## config.mk

```make
export PLATFORM = sky130hd
export DESIGN_NAME = piton_dcr_launch_ctrl
export DESIGN_NICKNAME = d
export VERILOG_FILES = /design/src/rtl/piton_dcr_launch_ctrl.sv
export SDC_FILE = /design/constraint.sdc
export NUM_CORES = 1
export LEC_CHECK = 0
export CAP_MARGIN = 10
export CORE_MARGIN = 2
export CORE_UTILIZATION = 40
export DETAILED_ROUTE_END_ITERATION = 10
export HOLD_SLACK_MARGIN = 0.12
export PLACE_DENSITY = 0.77
export SLEW_MARGIN = 30
export SYNTH_ARGS = -nofsm -noshare
export SYNTH_HDL_FRONTEND = slang
export SYNTH_SLANG_ARGS = --single-unit
export TNS_END_PERCENT = 5
```

## constraint.sdc

```tcl
create_clock -name clk -period 3.5 [get_ports clk]
set_input_delay 0.525 -clock clk [delete_from_list [all_inputs] [get_ports clk]]
set_output_delay 0.525 -clock clk [all_outputs]
set_load 0.02 [all_outputs]
```

## src/rtl/piton_dcr_launch_ctrl.sv

```systemverilog
// DCR launch sequencer: passes host DCR writes through in IDLE and, on launch, issues PC-low/PC-high/arg writes.
// Zero-latency writes into a ready-less buffer; every issue is held off while buffer_full=1, with a sticky stall flag.
module piton_dcr_launch_ctrl #(
   parameter int VX_DCR_ADDR_WIDTH = 8,
   parameter int VX_DCR_DATA_WIDTH = 32,
   parameter logic [VX_DCR_ADDR_WIDTH-1:0] DCR_STARTUP_ADDR0 = 'h01,
   parameter logic [VX_DCR_ADDR_WIDTH-1:0] DCR_STARTUP_ADDR1 = 'h02,
   parameter logic [VX_DCR_ADDR_WIDTH-1:0] DCR_STARTUP_ARG0  = 'h03,
   parameter int STALL_LIMIT = 1024
) (
   input  logic                         clk,
   input  logic                         rst,
   input  logic                         host_wr_valid,
   input  logic [VX_DCR_ADDR_WIDTH-1:0] host_wr_addr,
   input  logic [VX_DCR_DATA_WIDTH-1:0] host_wr_data,
   output logic                         host_wr_ready,
   input  logic                         launch_req,
   input  logic [31:0]                  launch_pc,
   input  logic [31:0]                  launch_arg,
   output logic                         launch_ack,
   output logic                         launch_done,
   output logic                         buffer_wr_valid,
   output logic [VX_DCR_ADDR_WIDTH-1:0] buffer_wr_addr,
   output logic [VX_DCR_DATA_WIDTH-1:0] buffer_wr_data,
   input  logic                         buffer_full,
   output logic                         busy,
   output logic                         stall_err,
   output logic [15:0]                  dcr_wr_count
);

   localparam int SW = $clog2(STALL_LIMIT + 1);
   localparam logic [SW-1:0] LIMIT_V = SW'(STALL_LIMIT);

   typedef enum logic [2:0] {IDLE, SEQ_PC0, SEQ_PC1, SEQ_ARG, DONE} state_t;

   state_t          r_state, w_next;
   logic [31:0]     r_pc, r_arg;
   logic [15:0]     r_count;
   logic [SW-1:0]   r_stall_cnt;
   logic            r_stall_err;
   logic            w_pending;

   // Outputs are forced low while rst is high, since reset is asynchronous.
   always_comb begin
      w_next          = r_state;
      host_wr_ready   = 1'b0;
      launch_ack      = 1'b0;
      launch_done     = 1'b0;
      buffer_wr_valid = 1'b0;
      buffer_wr_addr  = '0;
      buffer_wr_data  = '0;
      w_pending       = 1'b0;
      unique case (r_state)
         IDLE: begin
            w_pending       = host_wr_valid;
            host_wr_ready   = host_wr_valid & ~buffer_full & ~rst;
            buffer_wr_valid = host_wr_ready;
            if (host_wr_ready) begin
               buffer_wr_addr = host_wr_addr;
               buffer_wr_data = host_wr_data;
            end
            if (launch_req && !rst) begin
               launch_ack = 1'b1;
               w_next     = SEQ_PC0;
            end
         end
         SEQ_PC0: begin
            w_pending = 1'b1;
            if (!buffer_full && !rst) begin
               buffer_wr_valid = 1'b1;
               buffer_wr_addr  = DCR_STARTUP_ADDR0;
               buffer_wr_data  = VX_DCR_DATA_WIDTH'(r_pc);
               w_next          = SEQ_PC1;
            end
         end
         SEQ_PC1: begin
            w_pending = 1'b1;
            if (!buffer_full && !rst) begin
               buffer_wr_valid = 1'b1;
               buffer_wr_addr  = DCR_STARTUP_ADDR1;
               w_next          = SEQ_ARG;
            end
         end
         SEQ_ARG: begin
            w_pending = 1'b1;
            if (!buffer_full && !rst) begin
               buffer_wr_valid = 1'b1;
               buffer_wr_addr  = DCR_STARTUP_ARG0;
               buffer_wr_data  = VX_DCR_DATA_WIDTH'(r_arg);
               launch_done     = 1'b1;
               w_next          = DONE;
            end
         end
         DONE:    w_next = IDLE;
         default: w_next = IDLE;
      endcase
   end

   assign busy         = (r_state != IDLE) & ~rst;
   assign stall_err    = r_stall_err;
   assign dcr_wr_count = r_count;

   always_ff @(posedge clk or posedge rst) begin
      if (rst) begin
         r_state     <= IDLE;
         r_pc        <= '0;
         r_arg       <= '0;
         r_count     <= '0;
         r_stall_cnt <= '0;
         r_stall_err <= 1'b0;
      end else begin
         r_state <= w_next;
         if (r_state == IDLE && launch_req) begin
            r_pc  <= launch_pc;
            r_arg <= launch_arg;
         end
         if (buffer_wr_valid) r_count <= r_count + 16'd1;
         // Saturating stall counter; the flag sets on the edge the count reaches the limit.
         if (w_pending && buffer_full) begin
            if (r_stall_cnt != LIMIT_V) r_stall_cnt <= r_stall_cnt + SW'(1);
            if (r_stall_cnt >= LIMIT_V - SW'(1)) r_stall_err <= 1'b1;
         end else begin
            r_stall_cnt <= '0;
         end
      end
   end

endmodule
```

==> out/summary.txt, run 1 <==
synthesized area - 4517 µm²
Die Ht - 110.3 µm
critical path class - in2out
GRT Total Usage - 20.40%
initial drt markers - 262
H-tree levels - 3
Clock Tree Root - clkbuf_16
Compound-Gate Fraction of Synth Area - 8.006%
Synth warnings - 0
share of the synthesized area in the top cell type - 52.63%
relative slew slack - 52.28%
Hold-fix buffers, CTS - 0
clock buffer depth - 2
setup tns final - 0 ps
Area Overhead vs Synth - 47.73%
CP max FO - 19
flop2flop setup slack - 1130 ps
main combinational cell family by area after synthesis - multiplexers
largest net degree at the start of global routing - 69
final hold violation count - 0
Die ar. - 12160 µm²
Post-DRT Antenna Nets - 0
I/O Buffers - 170
min-delay worst type - reg2reg
CTS clk-pin slew, worst paths - 60 ps
Worst VDD drop - 318.1 µV
post-detail-place hpwl - 8.651 mm
CTS tree - built
vias in the first global route - 3730
Post-CTS Setup Bufs - 0
Worst-Skew Late Latency - 340 ps
worst slew pin tran - 715.8 ps
Setup crit start kind - input pin
Yosys cell types - 38
Initial Utilization - 41.30%
routed len/inst - 17.35 µm
number of remaining DRC errors - 0
unrepaired setup endpoints after global routing - false
global placement routability congestion - 0.8151
status - finished, final reports clean
Final Cycle Share - 92.70%
Synth Area in XOR/XNOR - 4.848%
syn_nets - 483
Final nets - 653
total power draw - 4.345 mW
Util after Layout - 61.02%
Rows - 38
fraction of the mapped netlist area in simple logic gates - 11.08%
Vias/cell - 5.236
worst r2r path cells - 4
post-synthesis mux area share - 16.43%
Synth area leaders - dfrtp_1 53%, mux2_2 16%, a222oi_1 7.1%
Syn Inst Count - 371
register bit total from synthesis - 95
FF-to-FF End - r_pc[21]
final setup fails - 0
initial antenna violation count - 0
most common library cell in the layout ignoring fill and taps - clkdlybuf4s50_1
Final Max Slew Viols - 0
total CTS buffers - 9
final setup skew - 5.903 ps
Synth Area in Adders - 0.8310%
CP arrival - 2720 ps
share of flip-flops with an asynchronous set or reset - 100.0%
syn_area_per_cell - 12.17 µm²
number of fillers in the final layout - 889
post_cts resized - 0
Max Freq - 308.2 MHz
most frequent cells in the layout - 170 x clkdlybuf4s50_1, 95 x dfrtp_1, 65 x mux2_2, 36 x inv_1, 32 x a222oi_1
hold path endpoint - stall_err
via count - 3592
Max-Cap Viols - 0
clk sink count - 95
diodes inserted - 0
dominant cell type by area after synthesis - dfrtp_1
post-route design area - 6673 µm²
post-layout min period - 3244 ps
worst r2r src - r_state[1]
drt first pass iters - 5
Die Span X - 110.3 µm
Post-synth top flop - dfrtp_1
routed wire length - 11.91 mm
number of flops mapped to enable cells by yosys - 0
area taken by flip-flops and latches - 2377 µm²
Seq/Total Area, Yosys - 52.63%
hold path depth - 1
core area - 10940 µm²
worst path required time - 2970 ps
grt ovf - 0
multi-input logic area - 1871 µm²
Leak - 2.954 nW
# IOs - 171
endpoint class of the critical path - output pin
Power Density - 651.1 nW/µm²
DP Area - 6370 µm²
first-pass GRT wire length - 18.94 mm
layout cell share with drive strength beyond 1 - 18.68%
HP Start - stall_err
[cells by family (layout without fill, tap and decap cells)]
kind of cell	Yosys count	after routing
AND/OR/NAND/NOR	84	84
buffers and inverters	60	235
AO/OA/AOI/OAI	38	38
flip-flops	95	95
adder cells (fa/ha/maj)	3	3
XOR/XNOR	25	25
multiplexers	66	66
[routing by layer]
layer	routed length [µm]	track usage [%]
met5	0	0
met4	267	8.393
met3	730	4.350
met2	6097	33.70
met1	4809	26.02
[metrics by stage]
step	setup slack, ps	instances	hold WS [ps]
floorplan	602.2	371	479.5
CTS	228.2	686	480.0
detailed placement	248.7	670	461.8
finish	255.6	686	468.8
global placement	296.5	670	459.3
global route	89.85	686	506.2
[critical path: stages]
cell	delay, ps
clkdlybuf4s50_1	430
or3_4	460
nor3b_4	210
buf_4	290
a222oi_1	130
inv_1	70
clkdlybuf4s50_1	610
[synth_stat cells, drive strengths merged (2+ instances only)]
library cell	count
nand3b	2
and3	8
dfrtp	95
nor2	24
nor3b	3
ha	3
mux2	65
buf	18
clkbuf	5
and2	7
nand3	5
nor4b	2
nor3	5
or3	2
nand4	10
inv	37
xnor2	9
xor2	16
a222oi	32
nand2	9
nand2b	2
nor4	3
[worst max-delay path by stage]
stage / start / to / slack, ps
finish: rst / buffer_wr_data[31] / 260
global route: rst / buffer_wr_data[24] / 90
CTS: rst / buffer_wr_data[26] / 230
detailed placement: rst / buffer_wr_data[28] / 250
global placement: rst / buffer_wr_data[29] / 300
floorplan: rst / launch_ack / 600
[where the power goes]
| group | switching (mW) | internal, mW |
|---|---|---|
| combinational | 0.633 | 0.865 |
| clock | 0.410 | 0.574 |
| sequential | 0.330 | 1.53 |
| total | 1.37 | 2.97 |
[sequential cells by signal, summed over array words and instances, names as in the netlist]
| name | flops |
|---|---|
| r_arg | 32 |
| r_pc | 32 |
| dcr_wr_count | 16 |
| r_stall_cnt | 11 |
| r_state | 3 |
| stall_err | 1 |
[final cells by class]
cell class / count / share of cell area, %
Timing Repair Buffer: 182 / 27.10
Multi-Input combinational cell: 216 / 28.03
Inverter: 37 / 2.138
Clock inverter: 5 / 0.8438
Sequential cell: 95 / 35.63
Tap cell: 140 / 2.625
Clock buffer: 11 / 3.638
Power figures use the tool's default switching activity.
==> inputs of run 2 (changes only) <==
HOLD_SLACK_MARGIN = 0.15   (was 0.12)
==> results of run 2 <==
The final DEF is identical to that of run 1; final timing and power are the same.
==> inputs of run 3 (changes only) <==
CAP_MARGIN = 30   (was 10)
==> results of run 3 <==
The final DEF is identical to that of run 1; final timing and power are the same.
